===== src/rtl/if_fetch_if.sv =====
// Purpose: groups the fetch stage's control inputs, RAM2 data path and IF/ID outputs.
// Latency: none, signal bundle only.
// Backpressure: stall_i and mem_ram2_i from the environment hold or bubble the fetch stage.
//   master: the fetch stage (drives addr_if_o and the IF/ID fields).
//   slave:  the surrounding pipeline / RAM2 controller.
interface if_fetch_if;
    logic        stall_i;
    logic        branch_i;
    logic [15:0] branch_target_i;
    logic        mem_ram2_i;
    logic [15:0] ram2res_i;
    logic [15:0] addr_if_o;
    logic [15:0] inst_o;
    logic [15:0] pc_o;
    logic        valid_o;
    logic        booting_o;

    modport master (
        input  stall_i, branch_i, branch_target_i, mem_ram2_i, ram2res_i,
        output addr_if_o, inst_o, pc_o, valid_o, booting_o
    );

    modport slave (
        output stall_i, branch_i, branch_target_i, mem_ram2_i, ram2res_i,
        input  addr_if_o, inst_o, pc_o, valid_o, booting_o
    );
endinterface


===== src/rtl/if_fetch.sv =====
// Purpose: instruction fetch stage; owns the PC, drives the RAM2 fetch address, fills IF/ID.
// Latency: 1 cycle from PC presented to instruction in IF/ID; 1 bubble per branch or RAM2 conflict.
// Backpressure: stall_i holds PC and IF/ID; mem_ram2_i inserts a bubble and holds the PC.
// Ports: clk, rst (sync, active-high); fif carries stall/branch/conflict controls, the
//        RAM2 read word, the fetch address and the IF/ID instruction/pc/valid plus booting flag.
module if_fetch #(
    parameter logic [15:0] RESET_PC    = 16'h0000,
    parameter logic [15:0] NOP_INST    = 16'h0800,
    parameter int unsigned BOOT_CYCLES = 4
) (
    input  logic       clk,
    input  logic       rst,
    if_fetch_if.master fif
);

    localparam logic [7:0] BOOT_LOAD = 8'(BOOT_CYCLES - 1);

    typedef enum logic {
        S_BOOT = 1'b0,
        S_RUN  = 1'b1
    } state_t;

    state_t      state;
    state_t      state_nxt;
    logic [7:0]  boot_cnt;
    logic [15:0] pc;
    logic [15:0] ifid_inst;
    logic [15:0] ifid_pc;
    logic        ifid_valid;
    logic        booting;

    // State register.
    always_ff @(posedge clk) begin
        if (rst) begin
            state <= S_BOOT;
        end else begin
            state <= state_nxt;
        end
    end

    // Next-state logic: BOOT ends on the cycle the settle counter reads zero.
    always_comb begin
        state_nxt = state;
        case (state)
            S_BOOT:  if (boot_cnt == 8'd0) state_nxt = S_RUN;
            S_RUN:   state_nxt = S_RUN;
            default: state_nxt = S_BOOT;
        endcase
    end

    // Output logic.
    always_comb begin
        booting = 1'b0;
        if (state == S_BOOT) begin
            booting = 1'b1;
        end
    end

    // RAM2 settle counter, only meaningful while in BOOT.
    always_ff @(posedge clk) begin
        if (rst) begin
            boot_cnt <= BOOT_LOAD;
        end else if (state == S_BOOT && boot_cnt != 8'd0) begin
            boot_cnt <= boot_cnt - 8'd1;
        end
    end

    // PC and IF/ID register. Priority: branch flush, stall hold, RAM2 conflict bubble, fetch.
    // A bubble leaves the PC alone so the word that lost RAM2 is refetched next cycle.
    always_ff @(posedge clk) begin
        if (rst) begin
            pc         <= RESET_PC;
            ifid_inst  <= NOP_INST;
            ifid_pc    <= RESET_PC;
            ifid_valid <= 1'b0;
        end else if (state == S_RUN) begin
            if (fif.branch_i) begin
                pc         <= fif.branch_target_i;
                ifid_inst  <= NOP_INST;
                ifid_valid <= 1'b0;
            end else if (fif.stall_i) begin
                pc         <= pc;
            end else if (fif.mem_ram2_i) begin
                ifid_inst  <= NOP_INST;
                ifid_valid <= 1'b0;
            end else begin
                ifid_inst  <= fif.ram2res_i;
                ifid_pc    <= pc;
                ifid_valid <= 1'b1;
                pc         <= pc + 16'd1;
            end
        end
    end

    assign fif.addr_if_o = pc;
    assign fif.inst_o    = ifid_inst;
    assign fif.pc_o      = ifid_pc;
    assign fif.valid_o   = ifid_valid;
    assign fif.booting_o = booting;

endmodule


===== src/flat_wrapper.sv =====
// flat-port wrapper written by rule: the top's interface ports become plain ports
module if_fetch_flat 
#(
    parameter logic [15:0] RESET_PC    = 16'h0000,
    parameter logic [15:0] NOP_INST    = 16'h0800,
    parameter int unsigned BOOT_CYCLES = 4
)
  (clk, rst, fif_stall_i, fif_branch_i, fif_branch_target_i, fif_mem_ram2_i, fif_ram2res_i, fif_addr_if_o, fif_inst_o, fif_pc_o, fif_valid_o, fif_booting_o);
  if_fetch_if fif_i ();
  input  logic clk;
  input  logic rst;
  input wire logic [$bits(fif_i.stall_i)-1:0] fif_stall_i;
  input wire logic [$bits(fif_i.branch_i)-1:0] fif_branch_i;
  input wire logic [$bits(fif_i.branch_target_i)-1:0] fif_branch_target_i;
  input wire logic [$bits(fif_i.mem_ram2_i)-1:0] fif_mem_ram2_i;
  input wire logic [$bits(fif_i.ram2res_i)-1:0] fif_ram2res_i;
  output wire logic [$bits(fif_i.addr_if_o)-1:0] fif_addr_if_o;
  output wire logic [$bits(fif_i.inst_o)-1:0] fif_inst_o;
  output wire logic [$bits(fif_i.pc_o)-1:0] fif_pc_o;
  output wire logic [$bits(fif_i.valid_o)-1:0] fif_valid_o;
  output wire logic [$bits(fif_i.booting_o)-1:0] fif_booting_o;
  assign fif_i.stall_i = fif_stall_i;
  assign fif_i.branch_i = fif_branch_i;
  assign fif_i.branch_target_i = fif_branch_target_i;
  assign fif_i.mem_ram2_i = fif_mem_ram2_i;
  assign fif_i.ram2res_i = fif_ram2res_i;
  assign fif_addr_if_o = fif_i.addr_if_o;
  assign fif_inst_o = fif_i.inst_o;
  assign fif_pc_o = fif_i.pc_o;
  assign fif_valid_o = fif_i.valid_o;
  assign fif_booting_o = fif_i.booting_o;
  if_fetch #(.RESET_PC(RESET_PC), .NOP_INST(NOP_INST), .BOOT_CYCLES(BOOT_CYCLES)) u_core (.clk(clk), .rst(rst), .fif(fif_i));
endmodule

===== config.mk =====
export PLATFORM = sky130hd
export DESIGN_NAME = if_fetch_flat
export DESIGN_NICKNAME = d
export VERILOG_FILES = /design/src/rtl/if_fetch_if.sv /design/src/rtl/if_fetch.sv /design/src/flat_wrapper.sv
export SDC_FILE = /design/constraint.sdc
export NUM_CORES = 1
export LEC_CHECK = 0
export BUFFER_PORTS_ARGS = -buffer_cell sky130_fd_sc_hd__buf_2
export CORE_MARGIN = 3
export CORE_UTILIZATION = 50
export CTS_BUF_LIST = sky130_fd_sc_hd__clkbuf_16
export DETAILED_ROUTE_END_ITERATION = 12
export GPL_TIMING_DRIVEN = 0
export HOLD_SLACK_MARGIN = 0.05
export PLACE_DENSITY = 0.79
export REMOVE_ABC_BUFFERS = 1
export SYNTH_ARGS = -nofsm -noshare
export SYNTH_HDL_FRONTEND = slang
export SYNTH_SLANG_ARGS = --single-unit

===== constraint.sdc =====
create_clock -name clk -period 2.2 [get_ports clk]
set_input_delay 0.22 -clock clk [delete_from_list [all_inputs] [get_ports clk]]
set_output_delay 0.22 -clock clk [all_outputs]
set_load 0.01 [all_outputs]

==> results.sh, run 1 <==
export IMPL_vias=2635
export IMPL_end_kind="flop"
export IMPL_r2r_setup_slack_ns=0.12
export IMPL_rows=25
export IMPL_ys_flop_type="dfxtp_1"
export IMPL_clockBufferDepth=2
export IMPL_drive_above_1_share_pct=26.5
export IMPL_cts_tree="yes"
export IMPL_die_area_um2=6090
export IMPL_synth_warnings=0
export IMPL_die_w_um=78.0
export IMPL_syn_area_um2=2590
export IMPL_leakage_nw=1.38
export IMPL_grt_ovfl_total=0
export IMPL_fin_crit_sh_pct=94.3
export IMPL_grt_pass1_vias=2435
export IMPL_tightest_slew_ns=1.01
export IMPL_root_buffer="clkbuf_16"
export IMPL_routed_wl_mm=7.01
export IMPL_hold_violations=0
export IMPL_wl_per_cell_um=15.2
export IMPL_drtAntennaViolNets=0
export IMPL_dp_cells=443
export IMPL_io_buffers=86
export IMPL_drtPass1Iterations=6
export IMPL_cts_htree_levels=3
export IMPL_yosysSeqAreaShare_pct=44.8
export IMPL_start_util_pct=53.2
export IMPL_hpwl_mm=4.33
export IMPL_fillers=440
export IMPL_setup_tns_ns=0
export IMPL_grt_max_degree=56
export IMPL_area_growth_pct=26.6
export IMPL_fin_cells=460
export IMPL_grtUsageTotal_pct=23.3
export IMPL_finClkSkew_ns=0.00586
export IMPL_num_nets_final=429
export IMPL_cp_max_fo=14
export IMPL_synthArstFlopShare_pct=0
export IMPL_fin_crit_ns=2.08
export IMPL_numCtsBuffers=9
export IMPL_detailedRoute_firstIterationViolations=215
export IMPL_drv_cap=0
export IMPL_max_vdd_ir_drop_mv=0.498
export IMPL_gp_congestion=0.754
export IMPL_ios=87
export IMPL_maxSlewHeadroom_pct=32.1
export IMPL_slew_violations=0
export IMPL_postSynthCellCount=313
export IMPL_die_y_um=78.0
export IMPL_rsz0062_at_grt="false"
export IMPL_max_freq_ghz=0.482
export IMPL_crit_required_ns=2.40
export IMPL_coreArea_um2=4880
export IMPL_path_clk_slew_ns=0.05
export IMPL_synth_edf_count=0
export IMPL_vias_per_cell=5.73
export IMPL_status="complete, no violations"
export IMPL_cts_setup_buffers=0
export IMPL_crit_chain="nor4b_4, and3_1, and4_1, nor3_1"
export IMPL_setup_ws_ns=0.125
export IMPL_clk_latency_ns=0.32
export IMPL_grt_pass1_wl_mm=11.4
export IMPL_clock_sinks=58
export IMPL_crit_path_start_kind="flop"
export IMPL_power_density_nw_per_um2=911
export IMPL_ys_seq_elements=58
export IMPL_arrival_ns=2.27
export IMPL_place_area_um2=2980
export IMPL_slowest_stage="nor4b_4"
export IMPL_hp_class="primary input to flop"
export IMPL_design_area_um2=3280
export IMPL_synth_distinct_cells=52
export IMPL_antenna_found_initial=0
export IMPL_dp_slack_ns=-0.274
export IMPL_finalSetupViolCount=0
export IMPL_critPathKind="flop to flop"
export IMPL_holdWs_ns=0.134
export IMPL_antenna_cells=0
export IMPL_max_stage_delay_ns=0.76
export IMPL_syn_area_per_cell_um2=8.29
export IMPL_drc=0
[final timing paths]
| kind | startpoint | to | depth (start not counted) |
|---|---|---|---|
| max reg2reg | u_core.state | u_core.fif.addr_if_o[7] | 4 |
| min reg2reg | u_core.fif.pc_o[12] | u_core.fif.pc_o[12] | 2 |
| min | fif_ram2res_i[11] | u_core.fif.inst_o[11] | 3 |
| max | u_core.state | u_core.fif.addr_if_o[7] | 4 |
[critical path, delay by kind of cell (launching register included)]
family | cells | cell delay, ns
flops | 1 | 0.58
simple gates | 4 | 1.36
[state kept, by name, indices dropped and copies added (netlist names)]
name and count:
u_core.fif.addr_if_o 16, u_core.fif.inst_o 16, u_core.fif.pc_o 16, u_core.boot_cnt 8
u_core.fif.valid_o 1, u_core.state 1
[cell type report]
class | instances | area [um^2] | share of cell area (%)
Multi-Input combinational cell | 229 | 1310 | 40.0
Sequential cell | 58 | 1160 | 35.4
Timing Repair Buffer | 86 | 430 | 13.1
Clock buffer | 9 | 225 | 6.86
Tap cell | 67 | 83.8 | 2.55
Clock inverter | 6 | 50.0 | 1.52
Inverter | 5 | 18.8 | 0.572
[cell usage after synthesis, drive strengths merged (3+ instances only)]
cell / number / area share [%]
a21oi: 37 / 7.1
a22oi: 13 / 3.8
a31oi: 8 / 1.9
and3: 4 / 0.96
and4: 3 / 1.1
buf: 10 / 3.1
clkbuf: 13 / 1.9
dfxtp: 58 / 45
ha: 3 / 1.4
inv: 5 / 0.72
nand2: 55 / 8.0
nand2b: 4 / 0.96
nand3: 15 / 2.9
nand4: 6 / 2.0
nor2: 25 / 3.9
nor3: 5 / 0.96
o211ai: 3 / 0.87
o21ai: 11 / 2.1
or3: 5 / 1.2
xor2: 3 / 1.0
[cells in the final DEF, fill, tap and decap left out, types with 5 or more instances in the layout]
cell type  count
nand3_1       15
inv_1          6
nand2_1       55
nor2_1        24
o21ai_0       10
a22oi_1       13
or3_1          5
buf_2         86
dfxtp_1       58
nand4_1        5
a21oi_1       37
a31oi_1        8
nor3_1         5
clkbuf_16      9
[through the flow]
| stage | total power (W) | util [%] |
|---|---|---|
| 6_report | 0.00299 | 67.3 |
| 5_1_grt | 0.00312 | 67.3 |
| 2_1_floorplan | 0.00152 | - |
| 4_1_cts | 0.00299 | 66.9 |
| 3_3_place_gp | 0.00167 | 61.0 |
| 3_5_place_dp | 0.00170 | 61.0 |
[timing repair]
action | CTS | global route
gates cloned | 1 | 1
pin swaps | 2 | 1
endpoints found under the setup margin | 3 | 13
gates resized for setup | 0 | 1
hold endpoints to repair | 0 | 0
hold buffers | 0 | 0
[logic make-up after synthesis]
logic type / count (synthesis) / synth area share, %
AND/OR/NAND/NOR: 132 / 25.5
buffers and inverters: 28 / 5.79
adder cells (fa/ha/maj): 3 / 1.45
XOR/XNOR: 4 / 1.35
flip-flops: 58 / 44.8
multiplexers: 1 / 0.386
AO/OA/AOI/OAI: 87 / 20.7
[per-layer routing]
layer / GRT usage, % / routed length, um / up-vias
li1: - / - / 1281
met2: 36.4 / 3250 / 129
met5: 0 / 0 / -
met3: 6.31 / 596 / 14
met4: 10.1 / 114 / 0
met1: 30.1 / 3040 / 1211
[report_power, final]
part	total (W)	leakage (nW)	switching, W	internal [W]
clock	0.00129	0.139	0.000444	0.000849
sequential	0.00124	0.468	0.000103	0.00113
combinational	0.000461	0.768	0.000272	0.000189
(Power assumes the default switching activity.)
==> inputs of run 2 (changes only) <==
--- a/config.mk
+++ b/config.mk
@@ -8,7 +8,7 @@
 export BUFFER_PORTS_ARGS = -buffer_cell sky130_fd_sc_hd__buf_2
 export CORE_MARGIN = 3
 export CORE_UTILIZATION = 50
-export CTS_BUF_LIST = sky130_fd_sc_hd__clkbuf_16
+export CTS_BUF_LIST = sky130_fd_sc_hd__clkbuf_8 sky130_fd_sc_hd__clkbuf_16
 export DETAILED_ROUTE_END_ITERATION = 12
 export GPL_TIMING_DRIVEN = 0
 export HOLD_SLACK_MARGIN = 0.05
==> results.sh, run 2 (same netlist as run 1, synthesis figures left out) <==
export IMPL_finClkSkew_ns=0.00900
export IMPL_internal_power_w=0.00192
export IMPL_cp_max_fo=14
export IMPL_grt_pass1_vias=2431
export IMPL_p_clk_share_pct=37.5
export IMPL_vias=2573
export IMPL_fin_crit_sh_pct=94.4
export IMPL_die_w_um=78.0
export IMPL_drc=0
export IMPL_ctsHoldBuffers=0
export IMPL_critPathKind="flop to flop"
export IMPL_hold_violations=0
export IMPL_rsz0062_at_grt="false"
export IMPL_leakage_nw=1.35
export IMPL_numCtsBuffers=9
export IMPL_seqPwrFrac_pct=45.6
export IMPL_post_cts_resized=0
export IMPL_cts_setup_buffers=0
export IMPL_max_vdd_ir_drop_mv=0.518
export IMPL_slew_violations=0
export IMPL_switching_share_pct=28.9
export IMPL_end_kind="flop"
export IMPL_crit_path_start_kind="flop"
export IMPL_max_stage_delay_ns=0.76
export IMPL_drv_cap=0
export IMPL_gp_congestion=0.754
export IMPL_detailedRoute_firstIterationViolations=238
export IMPL_cp_endpoint="u_core.fif.addr_if_o[11]"
export IMPL_final_cell_mix="86 x buf_2, 58 x dfxtp_1, 55 x nand2_1, 37 x a21oi_1, 24 x nor2_1"
export IMPL_drive_above_1_share_pct=27.2
export IMPL_r2r_setup_slack_ns=0.12
export IMPL_reg2reg_from="u_core.state"
export IMPL_clock_sinks=58
export IMPL_cts_tree="yes"
export IMPL_slowest_stage="nor4b_4"
export IMPL_fin_crit_ns=2.08
export IMPL_status="complete, no violations"
export IMPL_grt_pass1_wl_mm=11.5
export IMPL_clockBufferDepth=2
export IMPL_max_freq_ghz=0.481
export IMPL_ios=87
export IMPL_finalSetupViolCount=0
export IMPL_die_y_um=78.0
export IMPL_grt_max_degree=56
export IMPL_clk_latency_ns=0.33
export IMPL_final_common_cell="buf_2"
export IMPL_p_comb_share_pct=16.9
export IMPL_vias_per_cell=5.59
export IMPL_io_buffers=86
export IMPL_start_util_pct=53.2
export IMPL_arrival_ns=2.33
export IMPL_ff2ff_path_depth=4
export IMPL_grt_ovfl_total=0
export IMPL_hp_class="primary input to flop"
export IMPL_place_area_um2=2980
export IMPL_maxSlewHeadroom_pct=29.2
export IMPL_path_clk_slew_ns=0.07
export IMPL_area_growth_pct=23.8
export IMPL_hpwl_mm=4.33
export IMPL_crit_required_ns=2.45
export IMPL_grtUsageTotal_pct=23.6
export IMPL_die_area_um2=6090
export IMPL_fin_total_pwr_w=0.00270
export IMPL_design_area_um2=3210
export IMPL_coreArea_um2=4880
export IMPL_cts_htree_levels=3
export IMPL_crit_chain="nor4b_4, and3_1, nand4b_1, a31oi_1"
export IMPL_crit_start="u_core.state"
export IMPL_rows=25
export IMPL_root_buffer="clkbuf_8"
export IMPL_drtPass1Iterations=5
export IMPL_antenna_cells=0
export IMPL_routed_wl_mm=6.84
export IMPL_p_switching_w=0.000781
export IMPL_r2r_end="u_core.fif.addr_if_o[11]"
export IMPL_tightest_slew_ns=1.05
export IMPL_num_nets_final=429
export IMPL_power_density_nw_per_um2=842
export IMPL_drtAntennaViolNets=0
export IMPL_antenna_found_initial=0
export IMPL_wl_per_cell_um=14.9
run 2: changes by cell type in the layout (fill, tap and decap cells not counted), sizes merged:
cell	change
clkinv	-3
clkbuf	+3
run 2: per-stage QoR:
step	setup WS, ns	setup TNS [ns]	hold WS, ns	std cells	utilization [%]
6_report	0.123	0	0.117	460	65.8
5_1_grt	0.0225	0	0.122	460	65.8
4_1_cts	0.100	0	0.107	460	65.6
3_5_place_dp	-0.274	-1.18	0.443	443	61.0
3_3_place_gp	-0.276	-1.04	0.435	443	61.0
2_1_floorplan	0.339	0	0.289	290	-
run 2: metal layers:
metal	global-route usage (%)	vias to the layer above	part of all wire (%)
met5	0	-	0
met4	10.8	0	1.8
met3	6.31	12	8.8
met2	36.2	110	45
met1	30.9	1175	45
li1	-	1276	-
run 2: how the worst min path moves through the flow:
stage,from,endpoint,slack [ns],depth (start not counted)
final,fif_ram2res_i[11],u_core.fif.inst_o[11],0.12,3
after CTS,fif_ram2res_i[11],u_core.fif.inst_o[11],0.11,3
after global routing,fif_ram2res_i[11],u_core.fif.inst_o[11],0.12,3
after detailed placement,u_core.fif.pc_o[7],u_core.fif.pc_o[7],0.44,2
after global placement,u_core.fif.inst_o[15],u_core.fif.inst_o[15],0.44,2
after floorplan,rst,u_core.boot_cnt[2],0.29,1
run 2: power groups by stage:
| stage | Combinational [W] | Clock, W | Sequential [W] |
|---|---|---|---|
| after CTS | 0.000458 | 0.00103 | 0.00123 |
| after detailed placement | 0.000450 | 0 | 0.00125 |
| after global placement | 0.000430 | 0 | 0.00124 |
| after global routing | 0.000521 | 0.00107 | 0.00125 |
| after floorplan | 0.000278 | 0 | 0.00124 |
| final | 0.000458 | 0.00101 | 0.00123 |
run 2: cell type report:
class | instances | area, um^2
multi-input cells | 229 | 1310
repair buffers | 86 | 430
well taps | 67 | 83.8
fillers | 457 | 1670
inverters | 5 | 18.8
flip-flops and latches | 58 | 1160
clock buffers | 12 | 165
clock inverters | 3 | 38.8
run 2: worst max-delay path, delay by kind of cell, from the launching register on:
kind,cells,cell delay [ns]
DFF,1,0.60
and+or+nand+nor,3,1.21
AOI/OAI and AO/OA,1,0.19
==> inputs of run 3 (changes only) <==
--- a/config.mk
+++ b/config.mk
@@ -13,6 +13,7 @@
 export GPL_TIMING_DRIVEN = 0
 export HOLD_SLACK_MARGIN = 0.05
 export PLACE_DENSITY = 0.79
+export RECOVER_POWER = 25
 export REMOVE_ABC_BUFFERS = 1
 export SYNTH_ARGS = -nofsm -noshare
 export SYNTH_HDL_FRONTEND = slang
==> results.sh, run 3 (same netlist as run 1, synthesis figures left out) <==
export IMPL_status="complete, no violations"
export IMPL_tightest_slew_ns=1.07
export IMPL_arrival_ns=2.33
export IMPL_dr_wl_met2_mm=3.05
export IMPL_numCtsBuffers=9
export IMPL_design_area_um2=3180
export IMPL_area_growth_pct=22.5
export IMPL_dr_max_layer_used="met4"
export IMPL_gp_congestion=0.754
export IMPL_die_w_um=78.0
export IMPL_vias=2579
export IMPL_end_kind="flop"
export IMPL_drive_above_1_share_pct=20.4
export IMPL_slew_violations=0
export IMPL_rows=25
export IMPL_path_clk_slew_ns=0.07
export IMPL_grt_pass1_wl_mm=11.5
export IMPL_vias_per_cell=5.61
export IMPL_power_density_nw_per_um2=850
export IMPL_routed_wl_mm=6.84
export IMPL_finalSetupViolCount=0
export IMPL_fillers=473
export IMPL_drc=0
export IMPL_setup_tns_ns=0
export IMPL_rsz0062_at_grt="false"
export IMPL_leakage_nw=1.23
export IMPL_max_stage_delay_ns=0.76
export IMPL_detailedRoute_firstIterationViolations=257
export IMPL_fin_cells=460
export IMPL_cts_htree_levels=3
export IMPL_clk_latency_ns=0.34
export IMPL_crit_chain="nor4b_4, and3_1, nand4b_1, a31oi_1"
export IMPL_drtAntennaViolNets=0
export IMPL_grt_max_degree=56
export IMPL_wl_per_cell_um=14.9
export IMPL_crit_path_start_kind="flop"
export IMPL_finClkSkew_ns=0.00798
export IMPL_final_common_cell="buf_2"
export IMPL_grt_pass1_vias=2431
export IMPL_setup_ws_ns=0.126
export IMPL_fin_crit_ns=2.07
export IMPL_cp_max_fo=14
export IMPL_regArea_um2=1160
export IMPL_route_layer_met1_wl_mm=3.03
export IMPL_multi_input_area_um2=1310
export IMPL_die_area_um2=6090
export IMPL_dp_slack_ns=-0.274
export IMPL_dp_cells=443
export IMPL_ctsHoldBuffers=0
export IMPL_crit_required_ns=2.46
export IMPL_clock_sinks=58
export IMPL_antenna_cells=0
export IMPL_utilization_pct=65.1
export IMPL_start_util_pct=53.2
export IMPL_num_nets_final=429
export IMPL_post_cts_resized=0
export IMPL_r2r_setup_slack_ns=0.13
export IMPL_grtUsageTotal_pct=23.6
export IMPL_cts_tree="yes"
export IMPL_clockBufferDepth=2
export IMPL_final_cell_mix="59 x buf_2, 58 x dfxtp_1, 55 x nand2_1, 37 x a21oi_1, 27 x clkbuf_1"
export IMPL_max_vdd_ir_drop_mv=0.514
export IMPL_root_buffer="clkbuf_8"
export IMPL_drv_cap=0
export IMPL_coreArea_um2=4880
export IMPL_hpwl_mm=4.33
export IMPL_cts_setup_buffers=0
export IMPL_critPathKind="flop to flop"
export IMPL_grt_ovfl_total=0
export IMPL_die_y_um=78.0
export IMPL_drtPass1Iterations=4
export IMPL_place_area_um2=2980
export IMPL_met3_length_um=636
export IMPL_hp_class="primary input to flop"
export IMPL_slowest_stage="nor4b_4"
export IMPL_max_freq_ghz=0.482
export IMPL_io_buffers=86
export IMPL_maxSlewHeadroom_pct=28.3
export IMPL_ios=87
export IMPL_hold_violations=0
export IMPL_antenna_found_initial=0
export IMPL_fin_crit_sh_pct=94.3
==> run 3: cell types whose count changed in the layout (fill, tap and decap cells not counted) <==
cell,delta
buf_2,-27
clkbuf_1,+27
==> run 3: worst max-delay path: cells and delay by family (launching register included) <==
family	cells	cell delay [ns]
AO/OA/AOI/OAI	1	0.19
AND/OR/NAND/NOR	3	1.21
flip-flops	1	0.60
==> run 3: power by group <==
part           internal [W]  switching [W]  leakage (nW)
Clock              0.000604       0.000409         0.110
Combinational      0.000188       0.000269         0.652
Sequential          0.00113       0.000102         0.468
==> run 3: through the flow <==
step	hold WS, ns	power [W]
5_1_grt	0.122	0.00284
4_1_cts	0.107	0.00272
3_5_place_dp	0.443	0.00170
6_report	0.117	0.00270
3_3_place_gp	0.435	0.00167
2_1_floorplan	0.289	0.00152
==> run 3: area by class of cell <==
cell class / instances / share of cell area, %
clock buffers: 12 / 5.20
clock inverters: 3 / 1.22
inverters: 5 / 0.591
multi-input cells: 229 / 41.3
flip-flops and latches: 58 / 36.5
well taps: 67 / 2.64
repair buffers: 86 / 12.5
==> run 3: final timing paths <==
check,from,end,depth (start not counted)
setup / recovery,u_core.state,u_core.fif.addr_if_o[11],4
hold / removal,fif_ram2res_i[11],u_core.fif.inst_o[11],3
setup reg to reg,u_core.state,u_core.fif.addr_if_o[11],4
hold reg to reg,u_core.fif.pc_o[11],u_core.fif.pc_o[11],2
==> run 3: routing by layer <==
layer	global-route usage (%)	vias up
met5	0	-
met4	10.8	0
met3	6.31	14
met2	36.2	115
met1	30.9	1171
li1	-	1279
